==> src/rtl/channel_serializer_if.sv <==
// Handshake bundle for channel_serializer: parallel vector in, serial word stream out.
// master = upstream/downstream driver (testbench side), slave = the serializer.
interface channel_serializer_if #(
  parameter int DATA_WIDTH = 16,
  parameter int IN_CHANNEL = 16
);
  logic [DATA_WIDTH*IN_CHANNEL-1:0] i_data;
  logic                             i_valid;
  logic                             o_ready;
  logic [DATA_WIDTH-1:0]            o_data;
  logic                             o_valid;
  logic                             o_last;
  logic                             i_ready;

  modport master (
    output i_data, i_valid, i_ready,
    input  o_ready, o_data, o_valid, o_last
  );

  modport slave (
    input  i_data, i_valid, i_ready,
    output o_ready, o_data, o_valid, o_last
  );
endinterface

==> src/rtl/channel_serializer.sv <==
// Parallel-to-serial channel serializer, LSB channel first, registered outputs.
// Define SERIALIZER_SKID_EN to add a one-vector hold register for gapless back-to-back vectors.
module channel_serializer #(
  parameter int DATA_WIDTH = 16,
  parameter int IN_CHANNEL = 16
) (
  input  logic                 clk,
  input  logic                 rst_n,
  channel_serializer_if.slave  bus
);
  localparam int CW = (IN_CHANNEL > 1) ? $clog2(IN_CHANNEL) : 1;
  localparam logic [CW-1:0] LAST = CW'(IN_CHANNEL - 1);

  typedef logic [IN_CHANNEL-1:0][DATA_WIDTH-1:0] vec_t;
  typedef enum logic {IDLE, SHIFT} state_t;

  state_t                state_q, state_d;
  vec_t                  vec_q, in_vec, src_vec;
  logic [CW-1:0]         cha_cnt, cnt_nxt;
  logic [DATA_WIDTH-1:0] word_nxt, o_data_q;
  logic                  o_valid_q, o_last_q, ready;
  logic                  accept, xfer, last_xfer, load_new, load_hold, load;

  assign in_vec    = bus.i_data;
  assign accept    = bus.i_valid && ready;
  assign xfer      = o_valid_q && bus.i_ready;
  assign last_xfer = xfer && (cha_cnt == LAST);
  assign load      = load_new || load_hold;
  assign cnt_nxt   = cha_cnt + 1'b1;

`ifdef SERIALIZER_SKID_EN
  vec_t hold_q;
  logic hold_vld, hold_wr;

  assign ready     = !hold_vld;
  // A vector arriving on the last-word edge bypasses the hold register.
  assign load_new  = accept && (state_q == IDLE || last_xfer);
  assign load_hold = last_xfer && hold_vld;
  assign hold_wr   = accept && (state_q == SHIFT) && !last_xfer;
  assign src_vec   = load_hold ? hold_q : in_vec;

  always_ff @(posedge clk or negedge rst_n) begin
    if (!rst_n) begin
      hold_q   <= '0;
      hold_vld <= 1'b0;
    end else if (hold_wr) begin
      hold_q   <= in_vec;
      hold_vld <= 1'b1;
    end else if (load_hold) begin
      hold_vld <= 1'b0;
    end
  end
`else
  assign ready     = (state_q == IDLE);
  assign load_new  = accept;
  assign load_hold = 1'b0;
  assign src_vec   = in_vec;
`endif

  always_comb begin
    word_nxt = vec_q[0];
    for (int k = 1; k < IN_CHANNEL; k++)
      if (cnt_nxt == CW'(k)) word_nxt = vec_q[k];
  end

  always_comb begin
    state_d = state_q;
    case (state_q)
      IDLE:    if (accept) state_d = SHIFT;
      SHIFT:   if (last_xfer && !load) state_d = IDLE;
      default: state_d = IDLE;
    endcase
  end

  always_ff @(posedge clk or negedge rst_n) begin
    if (!rst_n) state_q <= IDLE;
    else        state_q <= state_d;
  end

  always_ff @(posedge clk or negedge rst_n) begin
    if (!rst_n) begin
      vec_q     <= '0;
      cha_cnt   <= '0;
      o_data_q  <= '0;
      o_valid_q <= 1'b0;
      o_last_q  <= 1'b0;
    end else if (load) begin
      vec_q     <= src_vec;
      cha_cnt   <= '0;
      o_data_q  <= src_vec[0];
      o_valid_q <= 1'b1;
      o_last_q  <= (LAST == '0);
    end else if (xfer) begin
      if (cha_cnt == LAST) begin
        // o_data deliberately holds the final word while idle
        cha_cnt   <= '0;
        o_valid_q <= 1'b0;
        o_last_q  <= 1'b0;
      end else begin
        cha_cnt  <= cnt_nxt;
        o_data_q <= word_nxt;
        o_last_q <= (cnt_nxt == LAST);
      end
    end
  end

  assign bus.o_ready = ready;
  assign bus.o_data  = o_data_q;
  assign bus.o_valid = o_valid_q;
  assign bus.o_last  = o_last_q;
endmodule
==> src/flat_wrapper.sv <==
// flat-port wrapper written by rule: the top's interface ports become plain ports
module channel_serializer_flat 
#(
  parameter int DATA_WIDTH = 16,
  parameter int IN_CHANNEL = 16
)
  (clk, rst_n, bus_i_data, bus_i_valid, bus_i_ready, bus_o_ready, bus_o_data, bus_o_valid, bus_o_last);
  channel_serializer_if #(.DATA_WIDTH(DATA_WIDTH), .IN_CHANNEL(IN_CHANNEL)) bus_i ();
  input  logic clk;
  input  logic rst_n;
  input wire logic [$bits(bus_i.i_data)-1:0] bus_i_data;
  input wire logic [$bits(bus_i.i_valid)-1:0] bus_i_valid;
  input wire logic [$bits(bus_i.i_ready)-1:0] bus_i_ready;
  output wire logic [$bits(bus_i.o_ready)-1:0] bus_o_ready;
  output wire logic [$bits(bus_i.o_data)-1:0] bus_o_data;
  output wire logic [$bits(bus_i.o_valid)-1:0] bus_o_valid;
  output wire logic [$bits(bus_i.o_last)-1:0] bus_o_last;
  assign bus_i.i_data = bus_i_data;
  assign bus_i.i_valid = bus_i_valid;
  assign bus_i.i_ready = bus_i_ready;
  assign bus_o_ready = bus_i.o_ready;
  assign bus_o_data = bus_i.o_data;
  assign bus_o_valid = bus_i.o_valid;
  assign bus_o_last = bus_i.o_last;
  channel_serializer #(.DATA_WIDTH(DATA_WIDTH), .IN_CHANNEL(IN_CHANNEL)) u_core (.clk(clk), .rst_n(rst_n), .bus(bus_i));
endmodule
==> config.mk <==
export PLATFORM = sky130hd
export DESIGN_NAME = channel_serializer_flat
export DESIGN_NICKNAME = d
export VERILOG_FILES = /design/src/rtl/channel_serializer_if.sv /design/src/rtl/channel_serializer.sv /design/src/flat_wrapper.sv
export SDC_FILE = /design/constraint.sdc
export NUM_CORES = 1
export LEC_CHECK = 0
export BUFFER_PORTS_ARGS = -buffer_cell sky130_fd_sc_hd__buf_2
export CORE_MARGIN = 1.5
export CORE_UTILIZATION = 29
export DETAILED_ROUTE_END_ITERATION = 8
export SYNTH_ARGS = -nofsm -noshare
export SYNTH_HDL_FRONTEND = slang
export SYNTH_SLANG_ARGS = --single-unit
export TNS_END_PERCENT = 1
==> constraint.sdc <==
create_clock -name clk -period 6.4 [get_ports clk]
set_input_delay 0.96 -clock clk [delete_from_list [all_inputs] [get_ports clk]]
set_output_delay 0.96 -clock clk [all_outputs]
set_load 0.01 [all_outputs]
## Word level (Yosys, flattened, before mapping)

Index checks and enable logic that the tools add are counted.

| word-level totals | value |
|---|---|
| bits in latches | 0 |
| output and inout port bits | 19 |
| memory bits (writable) | 0 |
| bits in read-only memories | 0 |
| flip-flop bits (word level) | 279 |
| word-level logic and storage cells | 79 |
| memories | 0 |
| input port bits | 260 |

| operators by class | value |
|---|---|
| bitwise gates (word level) | 1 |
| magnitude comparators | 0 |
| $mul | 0 |
| mux-type cells | 30 |
| reduce and logical (&&, ||, !) cells | 9 |
| add/sub/neg operators | 1 |
| shift operators | 0 |
| equal/unequal tests | 17 |
| divide/modulo/power cells | 0 |

Operators with widths:

| kind | count |
|---|---|
| $mux W16 | 18 |
| $eq A4 B4 Y1 const B | 9 |
| $eq A4 B3 Y1 const B | 4 |
| $mux W4 | 3 |
| $eq A4 B2 Y1 const B | 2 |
| $mux W1 | 8 |
| $add A4 B1 Y4 const B | 1 |
| $eq A4 B1 Y1 const B | 1 |
| $logic_and A1 B1 Y1 | 4 |
| $reduce_and A2 Y1 | 2 |
| $reduce_bool A2 Y1 | 2 |
| $ne A2 B1 Y1 const B | 1 |
| $pmux W1 S2 | 1 |
| $logic_not A1 Y1 | 1 |
| $not A1 Y1 | 1 |

## Logic depth before layout (Yosys ltp)

| logic depth | value |
|---|---|
| depth after elaboration | 20 |
| depth in mapped cells | 13 |
| gate-level depth less buffers | 9 |

## Worst setup path before layout

OpenSTA, ideal clock, no wires.

| timing path | value |
|---|---|
| path kind | input -> register |
| start | input bus_i_ready |
| end | register u_core.o_data_q[9] (netlist: u_core.bus.o_data[9]) |
| path buffers | 0 |
| data arrival time | 2364 ps |
| stages on the path | 7 |
| data required time | 6310 ps |
| library setup time | 90 ps |
| path slack | 3945 ps |
| cells stage by stage | and2_0 -> and2_1 -> nand2_1 -> nor2_2 -> o221ai_1 -> or3_1 -> o221ai_1 |

| between the ends | value |
|---|---|
| cells in the longest elaborated chain, start to end | 3 |

RTL lines:

| element | line | text |
|---|---|---|
| start: declaration | flat_wrapper.sv:13 | `input wire logic [$bits(bus_i.i_ready)-1:0] bus_i_ready;` |
| $logic_and A1 B1 Y1 | channel_serializer.sv:26 | `assign xfer = o_valid_q && bus.i_ready;` |
| $reduce_bool A2 Y1 (no source line) | - |  |
| $reduce_and A2 Y1 (no source line) | - |  |
| end signal: assignment | channel_serializer.sv:90 | `o_data_q <= src_vec[0];` |
| end signal: assignment | channel_serializer.sv:101 | `o_data_q <= word_nxt;` |
| end: declaration | channel_serializer.sv:20 | `logic [DATA_WIDTH-1:0] word_nxt, o_data_q;` |

Every way passes these cells.
A chain may end at the register's enable or synchronous reset.

## Final worst setup path

| timing path | value |
|---|---|
| start | register u_core.cha_cnt[0] |
| end | register u_core.o_data_q[15] (netlist: u_core.bus.o_data[15]) |

| between the ends | value |
|---|---|
| cells in the longest elaborated chain, start to end | 20 |
| elaborated cells on any way between the ends | 37 |
| those cells by class | add/sub: 1; eq/ne: 17; mux: 18; reduce/logical: 1 |

RTL lines:

| element | line | text |
|---|---|---|
| start: declaration | channel_serializer.sv:19 | `logic [CW-1:0] cha_cnt, cnt_nxt;` |
| start signal: assignment | channel_serializer.sv:100 | `cha_cnt <= cnt_nxt;` |
| $add A4 B1 Y4 | channel_serializer.sv:29 | `assign cnt_nxt = cha_cnt + 1'b1;` |
| $eq A4 B1 Y1 | channel_serializer.sv:63 | `if (cnt_nxt == CW'(k)) word_nxt = vec_q[k];` |
| $mux W16 (15 in a row) | channel_serializer.sv:63 |  |
| $mux W16 | channel_serializer.sv:94 | `if (cha_cnt == LAST) begin` |
| $mux W16 | channel_serializer.sv:93 | `end else if (xfer) begin` |
| $mux W16 | channel_serializer.sv:87 | `end else if (load) begin` |

Parallel ways exist; a longest one is shown, timed or not. The select of a mux whose other input is x is not followed.

==> results.sh <==
export IMPL_post_drt_wl_per_cell_um=21.9
export IMPL_skew_ps=26.1
export IMPL_syn_area_um2=13900
export IMPL_antenna_found_initial=0
export IMPL_ys_seq_area_share_pct=50.1
export IMPL_grt_pass1_vias=13300
export IMPL_die_height_um=222
export IMPL_cts_made_buffers=34
export IMPL_syn_nets=2013
export IMPL_pre_cts_ws_ps=2110
export IMPL_fp_dieArea_um2=49300
export IMPL_pin_count=279
export IMPL_fillCellCount=4992
export IMPL_wl_mm=57.1
export IMPL_synth_top_family_by_area="simple AND/OR/NAND/NOR gates"
export IMPL_drive_gt1_share_pct=19.1
export IMPL_period_minus_slack_ps=4310
export IMPL_final_hold_viol_count=0
export IMPL_dp_hpwl_mm=43.0
export IMPL_ir_drop_uv=165
export IMPL_yosysTopAreaCell="dfrtp_1"
export IMPL_ctsResizeCount=0
export IMPL_synth_cell_type_count=77
export IMPL_ys_ff_latch=279
export IMPL_min_path_type="primary input to async pin"
export IMPL_synthArstFlopShare_pct=100
export IMPL_synth_adder_area_share_pct=0.359
export IMPL_grt_pass1_wl_mm=84.3
export IMPL_yosysWarningCount=0
export IMPL_cts_buffer_depth=3
export IMPL_cts_tree="yes"
export IMPL_synthTopCellsByArea="dfrtp_1 50%, nand2_1 22%, o21ai_0 2.7%, a21oi_1 2.2%, clkbuf_1 2.2%"
export IMPL_synth_xor_area_share_pct=0.0629
export IMPL_power_density_nw_per_um2=537
export IMPL_fmax_mhz=232
export IMPL_max_cap_violations=0
export IMPL_criticalPathCategory="register to register"
export IMPL_finalPower_mw=9.12
export IMPL_syn_avg_cell_area_um2=7.96
export IMPL_avgViaCountPerCell=5.18
export IMPL_synth_compound_area_share_pct=15.8
export IMPL_cp_start_kind="register"
export IMPL_synth_ff_type="dfrtp_1"
export IMPL_cts_root_buf="clkbuf_16"
export IMPL_synth_top_area_share_pct=50.1
export IMPL_rrSetupSlack_ps=2090
export IMPL_arrival_ps=4790
export IMPL_fp_dieW_um=222
export IMPL_crit_path_end_kind="register"
export IMPL_portBuffers=278
export IMPL_fin_util_pct=35.7
export IMPL_syn2layout_area_growth_pct=22.0
export IMPL_grt_max_degree=181
export IMPL_layout_nets=2227
export IMPL_ant_nets=0
export IMPL_dr_pass1_iters=6
export IMPL_period_share_pct=67.4
export IMPL_yosys_area_share_simple_pct=28.6
export IMPL_worst_slack_ps=2090
export IMPL_cp_max_fo=22
export IMPL_tightestPinTransition_ps=1230
export IMPL_core_um2=47500
export IMPL_drcViolationCount=0
export IMPL_slew_viol_final=0
export IMPL_drt_initial_drc_count=1383
export IMPL_grt_usage_pct=22.9
export IMPL_overflow=0
export IMPL_p_leak_nw=8.58
export IMPL_status="finished clean"
export IMPL_hold_ws_ps=395
export IMPL_cts_sinks=279
export IMPL_muxShareOfSynthArea_pct=0.926
export IMPL_diodes=0
export IMPL_clk_pin_slew_ps=60
export IMPL_cts_setup_buffers=0
export IMPL_insertion_delay_ps=560
export IMPL_vias=13500
export IMPL_ys_top_cells_by_count="828 x nand2_1, 279 x dfrtp_1, 80 x clkbuf_1"
export IMPL_finalSetupTns_ps=0
export IMPL_syn_inst=1749
export IMPL_maxSlewHeadroom_pct=17.9
export IMPL_synth_edf_count=0
export IMPL_fp_row_count=80
export IMPL_cts_hold_buf=0
export IMPL_htree_levels=2
export IMPL_rsz0062_at_grt="no"
export IMPL_finalSetupViolations=0
export IMPL_cp_required_ps=6880
export IMPL_initial_core_util_pct=29.3
export IMPL_yosysMostFrequentCell="nand2_1"
export IMPL_gp_congestion=0.968
## worst max-delay path, cell delays in order (launching register included)
cell and delay (ps):
dfrtp_1 580, ha_1 650, buf_4 350, inv_1 170
o41ai_4 960, o211ai_1 190, a22oi_1 350, o221ai_1 220
a221oi_1 560, a2bb2oi_1 190
## power breakdown
part	internal [mW]	switching, mW	total [mW]
logic	1.23	2.39	3.61
clock network	1.30	0.782	2.09
registers	2.58	0.834	3.42
total	5.11	4.00	9.12
## metal layers
layer | vias to the layer above | part of all wire (%) | track usage (%)
met1 | 6540 | 45 | 31.6
met3 | 91 | 6.6 | 3.83
li1 | 6275 | - | -
met2 | 588 | 45 | 36.4
met5 | - | 0 | 0
met4 | 0 | 2.9 | 7.62
## logic make-up after synthesis
family / after synthesis
adders and majority gates: 4
muxes: 12
AOI/OAI and AO/OA: 321
buffers and inverters: 134
DFF: 279
and+or+nand+nor: 998
xor gates and xnor gates: 1
## registers in the layout (all words and copies together) (netlist names)
| register | flops |
|---|---|
| u_core.state_q | 1 |
| u_core.vec_q | 256 |
| u_core.cha_cnt | 4 |
| u_core.bus.o_valid | 1 |
| u_core.bus.o_last | 1 |
| u_core.bus.o_data | 16 |
## final timing paths
check / cells past startpoint / from / endpoint
setup / recovery: 9 / u_core.cha_cnt[0]$_DFFE_PN0P_ / u_core.bus.o_data[15]$_DFFE_PN0P_
hold reg to reg: 2 / u_core.vec_q[83]$_DFFE_PN0P_ / u_core.vec_q[83]$_DFFE_PN0P_
min in group clk: 2 / u_core.vec_q[83]$_DFFE_PN0P_ / u_core.vec_q[83]$_DFFE_PN0P_
hold / removal: 1 / rst_n / u_core.vec_q[215]$_DFFE_PN0P_
max in group asynchronous: 2 / rst_n / u_core.vec_q[80]$_DFFE_PN0P_
setup reg to reg: 9 / u_core.cha_cnt[0]$_DFFE_PN0P_ / u_core.bus.o_data[15]$_DFFE_PN0P_
## area by class of cell
| cell class | count | area, um2 | area share, % |
|---|---|---|---|
| Tap cell | 615 | 769 | 4.53 |
| Clock inverter | 11 | 159 | 0.936 |
| Inverter | 17 | 63.8 | 0.376 |
| Sequential cell | 279 | 6980 | 41.1 |
| Multi-Input combinational cell | 1336 | 6390 | 37.6 |
| Timing Repair Buffer | 295 | 1570 | 9.22 |
| Clock buffer | 50 | 1050 | 6.21 |
## placed cells by master (no fill, tap or decap), types with 10 or more instances in the layout
| cell | count |
|---|---|
| o22ai_1 | 14 |
| a21oi_1 | 62 |
| a31oi_1 | 27 |
| inv_1 | 15 |
| o21ai_0 | 75 |
| buf_2 | 277 |
| dfrtp_1 | 279 |
| a22oi_1 | 10 |
| a221oi_1 | 13 |
| o211ai_1 | 12 |
| nand3_1 | 27 |
| nor3_1 | 22 |
| clkbuf_16 | 37 |
| nor2_1 | 63 |
| buf_4 | 14 |
| o221ai_1 | 23 |
| nand2_1 | 827 |
## per-stage QoR
step / area, um2 / instances
final: 17000 / 2603
after global routing: 17000 / 2603
after CTS: 17000 / 2603
after detailed placement: 15800 / 2542
after global placement: 15800 / 2542
after floorplan: 13900 / 1749
(Power assumes the default switching activity.)
